$ cat config.mk
export PLATFORM = sky130hd
export DESIGN_NAME = accel_input_fetch_flat
export DESIGN_NICKNAME = d
export VERILOG_FILES = /design/src/rtl/accel_input_fetch_if.sv /design/src/rtl/accel_input_fetch.sv /design/src/flat_wrapper.sv
export SDC_FILE = /design/constraint.sdc
export NUM_CORES = 1
export LEC_CHECK = 0
export CAP_MARGIN = 25
export CORE_MARGIN = 2
export CORE_UTILIZATION = 55
export DETAILED_ROUTE_END_ITERATION = 8
export PLACE_DENSITY = 0.79
export SLEW_MARGIN = 30
export SYNTH_ARGS = -nofsm -noshare
export SYNTH_HDL_FRONTEND = slang
export SYNTH_SLANG_ARGS = --single-unit
export TNS_END_PERCENT = 30
$ cat constraint.sdc
create_clock -name clk -period 13 [get_ports clk]
set_input_delay 2.6 -clock clk [delete_from_list [all_inputs] [get_ports clk]]
set_output_delay 2.6 -clock clk [all_outputs]
set_load 0.05 [all_outputs]
$ cat src/rtl/accel_input_fetch_if.sv
// Signal bundle between the input fetch block, its beat source and the PE array.
// master is the fetch block; slave is whatever sits around it (source, PE array, controller).
interface accel_input_fetch_if #(
  parameter int BIT_WIDTH   = 8,
  parameter int NUM_CHANNEL = 3,
  parameter int NUM_KERNEL  = 4,
  parameter int CNT_WIDTH   = 16
);
  localparam int PIX_W = BIT_WIDTH * NUM_CHANNEL;
  localparam int WGT_W = PIX_W * NUM_KERNEL;

  logic                 i_start;
  logic [CNT_WIDTH-1:0] i_num_pixel;
  logic                 o_busy;
  logic                 o_done;
  logic                 o_err;

  logic                 o_data_req;
  logic [PIX_W-1:0]     i_data;
  logic                 i_data_val;
  logic [WGT_W-1:0]     i_weight;
  logic                 i_weight_val;

  logic [PIX_W-1:0]     o_pe_data;
  logic [WGT_W-1:0]     o_pe_weight;
  logic                 o_pe_val;
  logic                 i_pe_ready;

  modport master (
    input  i_start, i_num_pixel, i_data, i_data_val, i_weight, i_weight_val, i_pe_ready,
    output o_busy, o_done, o_err, o_data_req, o_pe_data, o_pe_weight, o_pe_val
  );

  modport slave (
    output i_start, i_num_pixel, i_data, i_data_val, i_weight, i_weight_val, i_pe_ready,
    input  o_busy, o_done, o_err, o_data_req, o_pe_data, o_pe_weight, o_pe_val
  );
endinterface

$ cat src/rtl/accel_input_fetch.sv
// Input fetch for the accelerator core: requests pixel/weight beats, buffers them in a
// credit-protected FWFT FIFO and hands them to the PE array over valid/ready.
module accel_input_fetch #(
  parameter int BIT_WIDTH   = 8,
  parameter int NUM_CHANNEL = 3,
  parameter int NUM_KERNEL  = 4,
  parameter int FIFO_DEPTH  = 4,
  parameter int CNT_WIDTH   = 16
) (
  input  logic                clk,
  input  logic                rst,
  accel_input_fetch_if.master bus
);
  localparam int PIX_W  = BIT_WIDTH * NUM_CHANNEL;
  localparam int WGT_W  = PIX_W * NUM_KERNEL;
  localparam int BEAT_W = PIX_W + WGT_W;
  localparam int AW     = $clog2(FIFO_DEPTH);
  localparam int CW     = AW + 1;

  typedef enum logic [1:0] {IDLE, RUN, DONE} state_t;

  state_t               state_q, state_d;
  logic [CNT_WIDTH-1:0] num_q, issued_q, rcv_q, out_q;
  logic                 req_d1;
  logic                 err_q;

  logic [BEAT_W-1:0]    mem [FIFO_DEPTH];
  logic [AW-1:0]        wr_ptr, rd_ptr;
  logic [CW-1:0]        fifo_cnt;

  logic                 start_acc;
  logic                 req;
  logic                 credit_ok;
  logic                 beat_ok, beat_bad;
  logic                 push, pop;
  logic                 pe_val;
  logic [BEAT_W-1:0]    head;

  assign start_acc = (state_q == IDLE) && bus.i_start;

  // A beat in flight (req_d1) already owns a FIFO slot, so credits never overcommit.
  assign credit_ok = (fifo_cnt + CW'(req_d1)) < CW'(FIFO_DEPTH);
  assign req       = (state_q == RUN) && (issued_q < num_q) && credit_ok;

  assign beat_ok  = req_d1 && bus.i_data_val && bus.i_weight_val;
  assign beat_bad = req_d1 && !(bus.i_data_val && bus.i_weight_val);
  assign push     = beat_ok;
  assign pe_val   = (fifo_cnt != '0);
  assign pop      = pe_val && bus.i_pe_ready;
  assign head     = mem[rd_ptr];

  always_comb begin
    state_d = state_q;
    case (state_q)
      IDLE: if (bus.i_start) state_d = (bus.i_num_pixel != '0) ? RUN : DONE;
      RUN:  if ((out_q == num_q) && (rcv_q == num_q)) state_d = DONE;
      DONE: state_d = IDLE;
      default: state_d = IDLE;
    endcase
  end

  always_ff @(posedge clk) begin
    if (rst) state_q <= IDLE;
    else     state_q <= state_d;
  end

  // Request stage: req_d1 marks the cycle the source's registered response is due.
  always_ff @(posedge clk) begin
    if (rst) req_d1 <= 1'b0;
    else     req_d1 <= req;
  end

  // A dropped beat gives its request back so it is issued again.
  always_ff @(posedge clk) begin
    if (rst) begin
      num_q    <= '0;
      issued_q <= '0;
      rcv_q    <= '0;
      out_q    <= '0;
      err_q    <= 1'b0;
    end else if (start_acc) begin
      num_q    <= bus.i_num_pixel;
      issued_q <= '0;
      rcv_q    <= '0;
      out_q    <= '0;
      err_q    <= 1'b0;
    end else begin
      issued_q <= issued_q + CNT_WIDTH'(req) - CNT_WIDTH'(beat_bad);
      rcv_q    <= rcv_q + CNT_WIDTH'(push);
      out_q    <= out_q + CNT_WIDTH'(pop);
      err_q    <= err_q | beat_bad;
    end
  end

  always_ff @(posedge clk) begin
    if (rst) begin
      wr_ptr   <= '0;
      rd_ptr   <= '0;
      fifo_cnt <= '0;
    end else begin
      if (push) wr_ptr <= wr_ptr + 1'b1;
      if (pop)  rd_ptr <= rd_ptr + 1'b1;
      case ({push, pop})
        2'b10:   fifo_cnt <= fifo_cnt + 1'b1;
        2'b01:   fifo_cnt <= fifo_cnt - 1'b1;
        default: fifo_cnt <= fifo_cnt;
      endcase
    end
  end

  // Capture stage: storage holds data only, so it carries no reset.
  always_ff @(posedge clk) begin
    if (push) mem[wr_ptr] <= {bus.i_weight, bus.i_data};
  end

  // Head is masked while empty so the outputs read zero after reset.
  assign bus.o_pe_val    = pe_val;
  assign bus.o_pe_data   = pe_val ? head[PIX_W-1:0]      : '0;
  assign bus.o_pe_weight = pe_val ? head[BEAT_W-1:PIX_W] : '0;
  assign bus.o_data_req  = req;
  assign bus.o_busy      = (state_q == RUN);
  assign bus.o_done      = (state_q == DONE);
  assign bus.o_err       = err_q;
endmodule
$ cat src/flat_wrapper.sv
// flat-port wrapper written by rule: the top's interface ports become plain ports
module accel_input_fetch_flat 
#(
  parameter int BIT_WIDTH   = 8,
  parameter int NUM_CHANNEL = 3,
  parameter int NUM_KERNEL  = 4,
  parameter int FIFO_DEPTH  = 4,
  parameter int CNT_WIDTH   = 16
)
  (clk, rst, bus_i_start, bus_i_num_pixel, bus_i_data, bus_i_data_val, bus_i_weight, bus_i_weight_val, bus_i_pe_ready, bus_o_busy, bus_o_done, bus_o_err, bus_o_data_req, bus_o_pe_data, bus_o_pe_weight, bus_o_pe_val);
  accel_input_fetch_if #(.BIT_WIDTH(BIT_WIDTH), .NUM_CHANNEL(NUM_CHANNEL), .NUM_KERNEL(NUM_KERNEL), .CNT_WIDTH(CNT_WIDTH)) bus_i ();
  input  logic clk;
  input  logic rst;
  input wire logic [$bits(bus_i.i_start)-1:0] bus_i_start;
  input wire logic [$bits(bus_i.i_num_pixel)-1:0] bus_i_num_pixel;
  input wire logic [$bits(bus_i.i_data)-1:0] bus_i_data;
  input wire logic [$bits(bus_i.i_data_val)-1:0] bus_i_data_val;
  input wire logic [$bits(bus_i.i_weight)-1:0] bus_i_weight;
  input wire logic [$bits(bus_i.i_weight_val)-1:0] bus_i_weight_val;
  input wire logic [$bits(bus_i.i_pe_ready)-1:0] bus_i_pe_ready;
  output wire logic [$bits(bus_i.o_busy)-1:0] bus_o_busy;
  output wire logic [$bits(bus_i.o_done)-1:0] bus_o_done;
  output wire logic [$bits(bus_i.o_err)-1:0] bus_o_err;
  output wire logic [$bits(bus_i.o_data_req)-1:0] bus_o_data_req;
  output wire logic [$bits(bus_i.o_pe_data)-1:0] bus_o_pe_data;
  output wire logic [$bits(bus_i.o_pe_weight)-1:0] bus_o_pe_weight;
  output wire logic [$bits(bus_i.o_pe_val)-1:0] bus_o_pe_val;
  assign bus_i.i_start = bus_i_start;
  assign bus_i.i_num_pixel = bus_i_num_pixel;
  assign bus_i.i_data = bus_i_data;
  assign bus_i.i_data_val = bus_i_data_val;
  assign bus_i.i_weight = bus_i_weight;
  assign bus_i.i_weight_val = bus_i_weight_val;
  assign bus_i.i_pe_ready = bus_i_pe_ready;
  assign bus_o_busy = bus_i.o_busy;
  assign bus_o_done = bus_i.o_done;
  assign bus_o_err = bus_i.o_err;
  assign bus_o_data_req = bus_i.o_data_req;
  assign bus_o_pe_data = bus_i.o_pe_data;
  assign bus_o_pe_weight = bus_i.o_pe_weight;
  assign bus_o_pe_val = bus_i.o_pe_val;
  accel_input_fetch #(.BIT_WIDTH(BIT_WIDTH), .NUM_CHANNEL(NUM_CHANNEL), .NUM_KERNEL(NUM_KERNEL), .FIFO_DEPTH(FIFO_DEPTH), .CNT_WIDTH(CNT_WIDTH)) u_core (.clk(clk), .rst(rst), .bus(bus_i));
endmodule
==> results of run 1 <==
==> area by class of cell <==
type	instances	area, um2	share of cell area, %
multi-input cells	649	6090	22.2
clock inverters	23	196	0.716
diodes	4	10.0	0.0365
well taps	525	657	2.39
inverters	40	150	0.547
repair buffers	280	2850	10.4
clock buffers	73	1530	5.56
flip-flops and latches	557	16000	58.2
==> stage by stage <==
step	setup slack, ns	instance area [um2]	std cells
after floorplan	6.90	22400	1298
after global placement	6.97	25600	2047
after detailed placement	7.23	25700	2051
after CTS	6.58	27400	2147
after global routing	6.41	27400	2148
final	6.70	27400	2151
==> metal layers <==
layer | wire length (um) | share of wire, % | vias to the layer above | GRT usage (%)
met5 | 42 | 0.088 | - | 0
met4 | 1210 | 2.5 | 6 | 7.96
met3 | 3530 | 7.4 | 76 | 6.43
met2 | 23900 | 50 | 339 | 38.2
met1 | 19000 | 40 | 6222 | 29.1
li1 | - | - | 5589 | -
==> path summary, 6_finish.rpt <==
kind / startpoint / to / cells past startpoint
max: register / bus_o_pe_weight[34] / 4
min: u_core.state_q[1] / u_core.state_q[1] / 1
max reg2reg: u_core.num_q[9] / u_core.issued_q[12] / 17
min reg2reg: u_core.state_q[1] / u_core.state_q[1] / 1
==> cells by family (layout without fill, tap and decap cells) <==
logic type | Yosys count | count (layout) | synth area share, %
fa+ha+maj | 42 | 42 | 2.41
mux | 125 | 125 | 12.3
flops | 557 | 557 | 71.3
other cells | 0 | 4 | 0
compound gates | 94 | 94 | 2.63
buf+inv | 92 | 416 | 1.61
simple gates | 353 | 353 | 8.43
xor+xnor | 35 | 35 | 1.37
==> cell usage in the layout (no fill, tap or decap), drive strengths merged, types with 7 or more instances in the layout <==
master	synthesis	final
edfxtp	480	480
clkdlybuf4s50	0	266
and2	131	131
mux4	120	120
dfxtp	77	77
clkbuf	26	73
nand2	64	64
nor2	56	56
inv	39	41
ha	40	40
a21oi	37	37
and3	28	28
nor3	27	27
xor2	23	23
clkinv	1	18
buf	26	14
o21ai	13	13
xnor2	12	12
nand3	11	11
or3	10	10
o22ai	8	8
a21o	7	7
o21a	7	7
nor4	7	7
==> state kept, by name, summed over array words and instances, names as in the netlist, named ones only <==
signal / flops
u_core.mem: 480
u_core.rd_ptr: 2
u_core.issued_q: 16
u_core.rcv_q: 16
u_core.fifo_cnt: 3
u_core.num_q: 16
u_core.wr_ptr: 2
u_core.req_d1: 1
u_core.out_q: 16
u_core.bus.o_err: 1
u_core.state_q: 2
==> cells in the mapped netlist, types with 3 or more instances <==
cell type,n
a21oi_1,37
a31oi_1,3
mux2i_1,5
buf_1,13
xor2_1,23
nand4_1,6
or3_1,10
o21a_1,7
nand3_1,11
nor2_1,56
mux4_2,120
dfxtp_1,77
inv_1,39
o21ai_0,12
nor4_1,6
a211oi_1,5
xnor2_1,12
and3_1,28
and2_1,131
nand2_1,64
o22ai_1,8
a21o_1,7
nor2b_1,4
edfxtp_1,480
buf_2,13
nor3_1,27
and4_1,3
ha_1,40
clkbuf_1,26
==> power breakdown <==
group          leakage, nW  switching (mW)  internal [mW]
Sequential            4.94          0.0307           1.98
Combinational         3.22           0.417          0.306
Clock                0.841           0.636          0.880
==> run_results.csv, run 1 <==
group,metric,value,unit
layout,drive_gt1_share,13.4,%
timing,max_freq,0.159,GHz
floorplan,die_w,206,um
drt,wl_per_cell,22.2,um
floorplan,dieHeight,206,um
timing,hold_viol_final,0,
critical_path,r2r_slack,9.07,ns
critical_path,cp_num_buf_inv,2,
critical_path,crit_chain,"buf_4, mux4_2, and2_1, clkdlybuf4s50_1",
grt,grt_overflow,0,
timing,setup_tns,0,ns
grt,grt_use_total,22.9,%
floorplan,ioPinCount,267,
yosys,syn-mean-instance-area,17.3,um2
drt,ant_nets,0,
timing,finalSetupViolations,0,
floorplan,core,39900,um2
yosys,yosys-top-cells-area,"edfxtp_1 (64%), mux4_2 (12%), dfxtp_1 (6.9%), and2_1 (3.7%), ha_1 (2.2%)",
timing,finalCritPeriodShare,48.5,%
yosys,synthArstFlopShare,0,%
yosys,synth_flop_cell,"edfxtp_1",
yosys,yosysTopAreaCellShare,64.4,%
yosys,yosysSeqAreaShare,71.3,%
clocking,cts_buffers,55,
drt,drcViolationCount,0,
critical_path,cp.required,10.40,ns
critical_path,path_max_fanout,36,
layout,nFillCells,2567,
critical_path,critPathTopFamily,"buffers and inverters",
timing,drv_slew,0,
pwr,power.static_leakage,9.00,nW
critical_path,crit_slowest_cell,"dfxtp_4",
pwr,p_total,4.25,mW
layout,syn2layout_area_growth,22.5,%
critical_path,cpPeakStageDelay,0.84,ns
floorplan,initial_core_util,56.1,%
run_status,status,"complete, no violations",
layout,fin_util,68.8,%
clocking,clk_path_buf_depth,3,
yosys,yosysUniqueCellTypes,50,
grt,grt_pass1_wl,72600,um
pwr,ir_drop,132,uV
clocking,clock_latency,0.60,ns
clocking,cts_num_sinks,557,
drt,vias_per_cell,5.69,
grt,grt_pass1_vias,12900,
floorplan,rows,73,
clocking,cts_root_buf,"clkbuf_16",
placement,portBuffers,266,
pwr,powerDensity,155,nW/um2
yosys,netlist.top_cell.by_area,"edfxtp_1",
grt,antenna_found_initial,4,
grt,grt_max_degree,75,
yosys,synth_cells,1298,
flow_run,drv_cap,0,
clocking,cts_tree,"done",
drt,vias,12200,
critical_path,critPathCaptureType,"primary output",
yosys,syn-num-nets,1482,
drt,dr.pass1.iters,5,
clocking,cts_resized,0,
timing,rsz0062_at_grt,"no",
placement,finalWeightedCongestion,0.876,
timing,hold_ws,0.468,ns
critical_path,cp.arrival,3.70,ns
yosys,yosysWarnings,0,
yosys,synthesis.area,22400,um2
clocking,cts_hold_buf,0,
clocking,clk_pin_slew_worst_paths,0.06,ns
floorplan,die-area,42300,um2
critical_path,critPathKind,"register to primary output",
timing,fin_crit,6.30,ns
clocking,post_cts_buffers,0,
layout,num-nets-final,1767,
min_path,min-delay-path-class,"register to register",
clocking,h-tree-depth,2,
critical_path,critPathLaunchType,"register",
yosys,ys_seq_elements,557,
timing,finalClockSkew,0.0114,ns
yosys,synth_edf_count,480,
timing,max-slew-margin-rel,39.4,%
placement,dp_hpwl,29800,um
timing,worst_pin_slew,0.909,ns
drt,drtIter0Drc,880,
drt,routed_wl,47700,um
Power figures use the tool's default switching activity.
==> run 2: changes to the inputs <==
CORE_UTILIZATION = 50   (was 55)
PLACE_DENSITY = 0.76   (was 0.79)
clock period = 5.3 ns   (was 13 ns; I/O delays follow)
==> run 2 against run 1 <==
Wire length up 0.64%. Global-route usage down 2.2 points. Highest routed layer unchanged. Critical path depth unchanged. Flip-flop and latch count unchanged. Clock power grew 140%. Clock skew increased by 0.0066 ns. First-iteration DRC count down 14%. Power increased by 140%. Sequential power grew 140%. Worst hold slack better by 0.018 ns. Sequential share of layout area shrank 0.16 points.
==> run_results.csv, run 2 (synthesis gave the netlist of run 1 again) <==
group,metric,value,unit
run_status,status,"complete, no violations",
timing,hold_viol_final,0,
grt,grt_pass1_wl,73800,um
timing,finalCritPeriodShare,79.1,%
timing,fin_crit,4.19,ns
clocking,clock_latency,0.60,ns
critical_path,critPathLaunchType,"register",
drt,routed_wl,48000,um
timing,max-slew-margin-rel,46.1,%
timing,rsz0062_at_grt,"no",
layout,num-nets-final,1770,
layout,layout_commonest_cell,"edfxtp_1",
timing,max_freq,0.239,GHz
floorplan,rows,77,
clocking,cts_hold_buf,0,
drt,ant_nets,0,
critical_path,critPathKind,"register to primary output",
clocking,cts_buffers,54,
clocking,cts_resized,0,
clocking,cts_num_sinks,557,
drt,drtIter0Drc,758,
layout,syn2layout_area_growth,22.9,%
layout,fin_util,62.2,%
placement,portBuffers,266,
timing,hold_ws,0.486,ns
clocking,post_cts_buffers,0,
floorplan,core,44200,um2
clocking,clk_pin_slew_worst_paths,0.06,ns
critical_path,timing.rr.end,"u_core.issued_q[12]",
min_path,hold_path.startpoint,"u_core.state_q[1]",
critical_path,r2r_slack,1.55,ns
grt,grt_overflow,0,
grt,grt_use_total,20.8,%
timing,finalSetupViolations,0,
critical_path,timing.rr.start,"u_core.num_q[1]",
critical_path,r2r_cells,16,
placement,dp_hpwl,30000,um
drt,dr.pass1.iters,5,
drt,vias,12300,
floorplan,dieHeight,216,um
layout,largest_register_ffs,480,
layout,drive_gt1_share,14.1,%
pwr,powerDensity,376,nW/um2
placement,finalWeightedCongestion,0.841,
timing,setup_tns,0,ns
grt,grt_max_degree,83,
grt,grt_pass1_vias,13000,
flow_run,drv_cap,0,
min_path,hold_end,"u_core.state_q[1]",
drt,drcViolationCount,0,
grt,antenna_found_initial,10,
critical_path,cp.arrival,3.13,ns
critical_path,critPathCaptureType,"primary output",
pwr,ir_drop,334,uV
timing,worst_pin_slew,0.808,ns
timing,setup_slack,1.11,ns
floorplan,die_w,216,um
min_path,hold_depth,1,
critical_path,cp.required,4.24,ns
pwr,power.static_leakage,9.00,nW
clocking,cts_root_buf,"clkbuf_16",
clocking,clk_path_buf_depth,3,
floorplan,die-area,46500,um2
layout,layout_common_cells,"edfxtp_1 (480), clkdlybuf4s50_1 (266), and2_1 (127)",
drt,wl_per_cell,21.6,um
floorplan,initial_core_util,50.6,%
timing,drv_slew,0,
placement,place_ws,1.42,ns
drt,vias_per_cell,5.53,
floorplan,ioPinCount,267,
layout,regMostFlops,"u_core.mem",
min_path,min-delay-path-class,"register to register",
timing,finalClockSkew,0.0180,ns
critical_path,path_max_fanout,55,
clocking,h-tree-depth,2,
clocking,cts_tree,"done",
[run 2: changes by cell type in the layout (fill, tap and decap cells not counted), moves of 3 or more]
| cell | before | now |
|---|---|---|
| buf_4 | 8 | 12 |
| buf_12 | 1 | 6 |
| clkbuf_8 | 4 | 0 |
| clkinv_2 | 5 | 12 |
| clkbuf_1 | 12 | 7 |
| buf_16 | 3 | 0 |
[run 2: through the flow]
stage	power (mW)	area [um2]	instances
final	10.4	27500	2225
after global routing	10.8	27500	2222
after CTS	10.4	27500	2221
after detailed placement	6.78	25800	2122
after global placement	6.74	25800	2122
after floorplan	6.22	22400	1298
[run 2: power breakdown]
part           leakage [nW]  switching (mW)  internal, mW
clock network         0.823            1.58          2.09
logic                  3.23            1.02         0.752
registers              4.94          0.0671          4.85
[run 2: worst max-delay path, cell delays in order, from the launching register on]
cell	delay, ns
dfxtp_1	0.39
or3_4	0.55
buf_4	0.44
and2_1	0.26
clkdlybuf4s50_1	0.83
[run 2: metal layers]
layer  track usage (%)  share of wire (%)
met5                 0               0.20
met4              5.98                2.2
met3              7.57                8.6
met2              34.0                 49
met1              26.1                 40
[run 2: worst max-delay path by stage]
stage | start | endpoint
after global routing | u_core.fifo_cnt[0] | bus_o_pe_data[10]
after floorplan | bus_i_data_val | u_core.mem[0][0]
after CTS | u_core.fifo_cnt[0] | bus_o_pe_data[10]
after detailed placement | bus_i_data_val | u_core.issued_q[12]
final | u_core.fifo_cnt[2] | bus_o_pe_data[18]
after global placement | bus_i_data_val | u_core.issued_q[12]
[run 2: layout make-up]
type	instances	area, um2
sequential	557	16000
fill	3129	16700
inverter	40	150
clock buffer	62	1400
timing repair buffer	284	2870
clock inverter	37	288
antenna	4	10.0
tap	592	741
multi-input combinational	649	6090
